[src/rtl/rf_sequencer_if.sv]
// rf_sequencer_if: instruction handshake plus register-file / ALU control bundle
// of the rf_sequencer. The slave modport is the sequencer's view; the master
// modport is the instruction-source / datapath view.
`timescale 1ns/1ps

interface rf_sequencer_if;
  logic       IValid;
  logic [9:0] Instr;
  logic       IReady;
  logic       ENW;
  logic [1:0] WRA;
  logic       ENR0;
  logic [1:0] RDA0;
  logic       ENR1;
  logic [1:0] RDA1;
  logic       Extrn;
  logic       Ain;
  logic       Gin;
  logic       Gout;
  logic [2:0] FN;
  logic       Done;
  logic       Err;

  modport slave (
    input  IValid, Instr,
    output IReady, ENW, WRA, ENR0, RDA0, ENR1, RDA1,
    output Extrn, Ain, Gin, Gout, FN, Done, Err
  );

  modport master (
    output IValid, Instr,
    input  IReady, ENW, WRA, ENR0, RDA0, ENR1, RDA1,
    input  Extrn, Ain, Gin, Gout, FN, Done, Err
  );
endinterface

[src/rtl/rf_sequencer.sv]
// rf_sequencer: multi-cycle control unit for the 10-bit processor's four-entry
// register file. Accepts one instruction per IValid/IReady handshake and steps
// IDLE -> T1 [-> T2 -> T3] emitting register-file enables/addresses and ALU
// strobes. All outputs are registered and Moore-decoded from (state, IR).
//
// Optional feature: define RFSEQ_BYPASS_EN to also raise IReady in every
// cycle that carries Done, so a new instruction can enter T1 directly.
`timescale 1ns/1ps

module rf_sequencer (
  input  logic           CLKb,
  input  logic           Rstb,
  rf_sequencer_if.slave  rf
);

  typedef enum logic [1:0] {IDLE, T1, T2, T3} state_e;

  // Registered control outputs, decoded one cycle ahead from next state/IR.
  typedef struct packed {
    logic       ready;
    logic       enw;
    logic [1:0] wra;
    logic       enr0;
    logic [1:0] rda0;
    logic       enr1;
    logic [1:0] rda1;
    logic       extrn;
    logic       ain;
    logic       gin;
    logic       gout;
    logic [2:0] fn;
    logic       done;
    logic       err;
  } ctl_t;

  localparam logic [3:0] OP_LOAD = 4'b0000;
  localparam logic [3:0] OP_MOV  = 4'b0001;
  localparam logic [3:0] OP_NOT  = 4'b0111;

  // Idle outputs: only IReady high, every address zero.
  localparam ctl_t CTL_RESET = '{ready: 1'b1, default: '0};

  // IR holds {opcode[3:0], Rx[1:0], Ry[1:0]}; Instr[1:0] is never used.
  state_e     state_q, state_d;
  logic [7:0] ir_q, ir_d;
  ctl_t       ctl_q, ctl_d;
  logic       xfer;
  logic       unused_instr_lsb;

  assign unused_instr_lsb = ^rf.Instr[1:0];

  // Handshake uses the registered IReady, so it is a pure function of state.
  assign xfer = rf.IValid & ctl_q.ready;

  function automatic logic is_alu(input logic [3:0] op);
    return !op[3] && (op[2:0] >= 3'd2);
  endfunction

  // Next-state and IR capture. Without bypass, IReady is low outside IDLE,
  // so the xfer terms in T1/T3 can only fire when bypass raises IReady.
  always_comb begin
    // NOTE: every always_comb output gets a default first so no path leaves
    // it unassigned, which would otherwise infer a latch.
    state_d = state_q;
    ir_d    = ir_q;
    unique case (state_q)
      IDLE: begin
        if (xfer) begin
          state_d = T1;
          ir_d    = rf.Instr[9:2];
        end
      end
      T1: begin
        if (is_alu(ir_q[7:4])) begin
          state_d = T2;
        end else if (xfer) begin
          state_d = T1;
          ir_d    = rf.Instr[9:2];
        end else begin
          state_d = IDLE;
        end
      end
      T2: state_d = T3;
      T3: begin
        if (xfer) begin
          state_d = T1;
          ir_d    = rf.Instr[9:2];
        end else begin
          state_d = IDLE;
        end
      end
      default: state_d = IDLE;
    endcase
  end

  // Moore output decode for the state/IR that become current at the next edge.
  always_comb begin
    logic [3:0] op;
    logic [1:0] rx;
    logic [1:0] ry;
    op    = ir_d[7:4];
    rx    = ir_d[3:2];
    ry    = ir_d[1:0];
    ctl_d = '0;
    unique case (state_d)
      IDLE: ;
      T1: begin
        if (op == OP_LOAD) begin
          ctl_d.extrn = 1'b1;
          ctl_d.enw   = 1'b1;
          ctl_d.wra   = rx;
          ctl_d.done  = 1'b1;
        end else if (op == OP_MOV) begin
          ctl_d.enr0  = 1'b1;
          ctl_d.rda0  = ry;
          ctl_d.enw   = 1'b1;
          ctl_d.wra   = rx;
          ctl_d.done  = 1'b1;
        end else if (is_alu(op)) begin
          ctl_d.enr0  = 1'b1;
          ctl_d.rda0  = rx;
          ctl_d.ain   = 1'b1;
        end else begin
          ctl_d.err   = 1'b1;
          ctl_d.done  = 1'b1;
        end
      end
      T2: begin
        ctl_d.gin = 1'b1;
        ctl_d.fn  = op[2:0];
        // NOT is unary: the second read port stays idle.
        if (op != OP_NOT) begin
          ctl_d.enr1 = 1'b1;
          ctl_d.rda1 = ry;
        end
      end
      T3: begin
        ctl_d.gout = 1'b1;
        ctl_d.enw  = 1'b1;
        ctl_d.wra  = rx;
        ctl_d.done = 1'b1;
      end
      default: ;
    endcase
`ifdef RFSEQ_BYPASS_EN
    ctl_d.ready = (state_d == IDLE) | ctl_d.done;
`else
    ctl_d.ready = (state_d == IDLE);
`endif
  end

  // State, IR and output registers with synchronous active-low reset.
  always_ff @(posedge CLKb) begin
    // NOTE: sequential state uses non-blocking assignments so every flop
    // samples pre-edge values regardless of statement order.
    if (!Rstb) begin
      state_q <= IDLE;
      ir_q    <= '0;
      ctl_q   <= CTL_RESET;
    end else begin
      state_q <= state_d;
      ir_q    <= ir_d;
      ctl_q   <= ctl_d;
    end
  end

  assign rf.IReady = ctl_q.ready;
  assign rf.ENW    = ctl_q.enw;
  assign rf.WRA    = ctl_q.wra;
  assign rf.ENR0   = ctl_q.enr0;
  assign rf.RDA0   = ctl_q.rda0;
  assign rf.ENR1   = ctl_q.enr1;
  assign rf.RDA1   = ctl_q.rda1;
  assign rf.Extrn  = ctl_q.extrn;
  assign rf.Ain    = ctl_q.ain;
  assign rf.Gin    = ctl_q.gin;
  assign rf.Gout   = ctl_q.gout;
  assign rf.FN     = ctl_q.fn;
  assign rf.Done   = ctl_q.done;
  assign rf.Err    = ctl_q.err;

endmodule

[src/flat_wrapper.sv]
// flat-port wrapper written by rule: the top's interface ports become plain ports
module rf_sequencer_flat 
  (CLKb, Rstb, rf_IValid, rf_Instr, rf_IReady, rf_ENW, rf_WRA, rf_ENR0, rf_RDA0, rf_ENR1, rf_RDA1, rf_Extrn, rf_Ain, rf_Gin, rf_Gout, rf_FN, rf_Done, rf_Err);
  rf_sequencer_if rf_i ();
  input  logic CLKb;
  input  logic Rstb;
  input wire logic [$bits(rf_i.IValid)-1:0] rf_IValid;
  input wire logic [$bits(rf_i.Instr)-1:0] rf_Instr;
  output wire logic [$bits(rf_i.IReady)-1:0] rf_IReady;
  output wire logic [$bits(rf_i.ENW)-1:0] rf_ENW;
  output wire logic [$bits(rf_i.WRA)-1:0] rf_WRA;
  output wire logic [$bits(rf_i.ENR0)-1:0] rf_ENR0;
  output wire logic [$bits(rf_i.RDA0)-1:0] rf_RDA0;
  output wire logic [$bits(rf_i.ENR1)-1:0] rf_ENR1;
  output wire logic [$bits(rf_i.RDA1)-1:0] rf_RDA1;
  output wire logic [$bits(rf_i.Extrn)-1:0] rf_Extrn;
  output wire logic [$bits(rf_i.Ain)-1:0] rf_Ain;
  output wire logic [$bits(rf_i.Gin)-1:0] rf_Gin;
  output wire logic [$bits(rf_i.Gout)-1:0] rf_Gout;
  output wire logic [$bits(rf_i.FN)-1:0] rf_FN;
  output wire logic [$bits(rf_i.Done)-1:0] rf_Done;
  output wire logic [$bits(rf_i.Err)-1:0] rf_Err;
  assign rf_i.IValid = rf_IValid;
  assign rf_i.Instr = rf_Instr;
  assign rf_IReady = rf_i.IReady;
  assign rf_ENW = rf_i.ENW;
  assign rf_WRA = rf_i.WRA;
  assign rf_ENR0 = rf_i.ENR0;
  assign rf_RDA0 = rf_i.RDA0;
  assign rf_ENR1 = rf_i.ENR1;
  assign rf_RDA1 = rf_i.RDA1;
  assign rf_Extrn = rf_i.Extrn;
  assign rf_Ain = rf_i.Ain;
  assign rf_Gin = rf_i.Gin;
  assign rf_Gout = rf_i.Gout;
  assign rf_FN = rf_i.FN;
  assign rf_Done = rf_i.Done;
  assign rf_Err = rf_i.Err;
  rf_sequencer u_core (.CLKb(CLKb), .Rstb(Rstb), .rf(rf_i));
endmodule
[config.mk]
export PLATFORM = sky130hd
export DESIGN_NAME = rf_sequencer_flat
export DESIGN_NICKNAME = d
export VERILOG_FILES = /design/src/rtl/rf_sequencer_if.sv /design/src/rtl/rf_sequencer.sv /design/src/flat_wrapper.sv
export SDC_FILE = /design/constraint.sdc
export NUM_CORES = 1
export LEC_CHECK = 0
export ABC_AREA = 1
export CAP_MARGIN = 30
export CORE_UTILIZATION = 50
export CTS_CLUSTER_DIAMETER = 100
export DETAILED_ROUTE_END_ITERATION = 6
export GPL_TIMING_DRIVEN = 0
export PLACE_DENSITY_LB_ADDON = 0.12
export SLEW_MARGIN = 5
export SYNTH_ARGS = -nofsm -noshare
export SYNTH_HDL_FRONTEND = slang
export SYNTH_SLANG_ARGS = --single-unit
[constraint.sdc]
create_clock -name CLKb -period 3.4 [get_ports CLKb]
set_input_delay 0.68 -clock CLKb [delete_from_list [all_inputs] [get_ports CLKb]]
set_output_delay 0.68 -clock CLKb [all_outputs]
set_load 0.01 [all_outputs]
==> metrics.txt <==
CP arrival 2.22 ns; drt pass-1 iters 4; top-area cell type share of the netlist area 0.478; num rows 17; Tot GR Track Use 0.225; grt peak-use layer met2; fill count 195; non-filler instance count after layout 221; post-synthesis simple-gate area fraction 0.327; most frequent cells in the layout nand2_1, clkdlybuf4s50_1, dfxtp_1; Tmin final 1.97 ns; CTS resizes 0; Sink Count 29; FMAX 508 MHz; CP startpoint kind primary input; peak supply drop 0.437 mV; YS warnings 0; Synth cell types 20; CTS clk-pin slew, worst paths 0.08 ns; CTS tree done; switching share of power 0.339; Synth area leader dfxtp_1; vias 1052; # diodes 0; outcome complete, no violations; dpl hpwl 1900 um; post-route ant nets 0; nets 210; hold buffer count at CTS 0; gr ovfl total 0; largest net degree at the start of global routing 10; Syn Std Cell Area 0.00121 mm^2; Post-Synth Adder-Cell Area 0.0412; Clk network pwr share 0.237; PortBufs 29; Total Power 0.878 mW; first-pass GRT wire length 4250 um; post-synthesis mux area share 0; P_leak 0.740 nW; final setup TNS 0 ns; Synth area leaders dfxtp_1, nand2_1, inv_1; initial antenna violation count 0; R2R cell count 10; reg2reg start u_core.state_q[1]; Slew Viols, Final 0; dpl cells 214; sequential share of power 0.445; Synth Area in XOR/XNOR 0; met1 Usage GRT 0.270; most common cell after layout, fill and taps aside nand2_1; Area after DPL 0.00154 mm^2; CTS Buf Count 5; unrepaired setup endpoints after global routing false; Die Y 51.3 um; Switch Pwr 0.297 mW; crit-path max FO 7; Final Setup Violations 0; combinational family with the most area after synthesis simple AND/OR/NAND/NOR gates; Worst Hold End u_core.ir_q[1]; Starting Density 0.538; met2 Use GR 0.353; Syn Inst Count 157; core region area 0.00225 mm^2; Residual DRC 0; total wire length 2480 um; Mean Syn Cell Area 7.73 um^2; CP Capture Type register; critical path type primary input to register; period utilization 0.579; Mapped Nets 174; Hold Crit Class register to register; number of synthesized register bits 29; endpoints failing hold 0; Worst-Margin Slew 0.292 ns; layout cells sized above 1 0.155; area grow syn2layout 31.3%; width of the die 51.3 um; mean routed wirelength per cell 11.2 um; number of H-tree levels 2; CP required 3.66 ns; Hold Path Cell Cnt 4; clk_lat worst skew 0.33 ns; vias in the first global route 988; Power Density 551 mW/mm^2; internal power 0.581 mW; Comb pwr share 0.318; post-CTS setup buffers 0; root buffer cell clkbuf_4; register area share after synthesis 0.478; DIE AREA 0.00263 mm^2; Max Cap Viol 0; capturing point of the worst reg2reg path u_core.rf.RDA0[0]; Rel. slew slack 0.804; clk buf depth 2; Initial DRC Count 28; GPL Wtd Cong 0.831; Setup Skew 0.00889 ns; routed vias/inst 4.76; reg2reg setup slack 1.50 ns; HP Start u_core.ir_q[1]; top-level port count 32; GR Util met3 0.0714; post-synthesis compound-gate area fraction 0.0598; finished layout cell area 0.00159 mm^2
==> worst max path at each step <==
| stage | start | endpoint | slack [ns] | cells past startpoint |
|---|---|---|---|---|
| floorplan | rf_IValid | u_core.rf.RDA0[0] | 1.76 | 11 |
| global placement | rf_IValid | u_core.rf.RDA0[1] | 1.14 | 12 |
| detailed placement | rf_IValid | u_core.rf.RDA0[0] | 1.09 | 12 |
| CTS | rf_IValid | u_core.rf.RDA0[0] | 1.44 | 12 |
| global route | rf_IValid | u_core.rf.RDA0[0] | 1.29 | 9 |
| finish | rf_IValid | u_core.rf.RDA0[0] | 1.43 | 9 |
==> registers in the layout (all words and copies together) (netlist names), 2 cells and up <==
name / count
u_core.ir_q: 8
u_core.rf.FN: 3
u_core.rf.RDA0: 2
u_core.rf.RDA1: 2
u_core.rf.WRA: 2
u_core.state_q: 2
==> through the flow <==
stage | hold slack (ns) | worst slack (ns) | util
after global routing | 0.666 | 1.29 | 0.707
after floorplan | 0.536 | 1.76 | -
final | 0.612 | 1.43 | 0.707
after global placement | 0.590 | 1.14 | 0.683
after detailed placement | 0.590 | 1.09 | 0.683
after CTS | 0.602 | 1.44 | 0.707
==> final cells by class <==
cell class,instances,area [um^2],area share
clock buffers,7,55.1,0.0345
inverters,30,114,0.0714
multi-input cells,98,519,0.326
flip-flops and latches,29,581,0.364
well taps,28,35.0,0.0220
repair buffers,29,290,0.182
==> worst max-delay path, stage by stage <==
cell,delay [ns]
clkdlybuf4s50_1,0.47
nand2_2,0.13
o21ai_1,0.15
nand3_2,0.15
nand2_1,0.09
nand2_1,0.16
nor2_1,0.16
nand3_1,0.09
a21oi_1,0.14
==> metal layers <==
metal / share of wire / up-vias / routed length [um]
met2: 0.48 / 25 / 1180
met1: 0.44 / 475 / 1080
met3: 0.056 / 8 / 140
li1: - / 544 / -
met4: 0.029 / 0 / 73
met5: 0 / - / 0
==> logic make-up after synthesis <==
family | count (synthesis)
compound gates | 13
fa+ha+maj | 4
buf+inv | 30
flops | 29
simple gates | 81
==> Yosys cell counts <==
cell type,count
nand3b_1,1
o21ai_0,3
clkinv_2,1
nor2_1,20
nand3_1,9
inv_2,4
nor2_4,3
nor2_2,1
inv_1,24
clkinv_1,1
ha_1,4
o21ai_1,3
nand2_1,33
nand2_4,2
o21ai_2,2
nand4_1,1
nand3_2,2
a21oi_1,5
dfxtp_1,29
nand2_2,9
==> power groups by stage <==
stage | Sequential [mW] | Combinational (mW) | Clock (mW)
5_1_grt | 0.394 | 0.311 | 0.228
3_3_place_gp | 0.397 | 0.271 | 0
4_1_cts | 0.391 | 0.279 | 0.215
6_report | 0.390 | 0.280 | 0.208
2_1_floorplan | 0.407 | 0.175 | 0
3_5_place_dp | 0.398 | 0.278 | 0
Note: power is estimated with default switching activity, not from simulation.
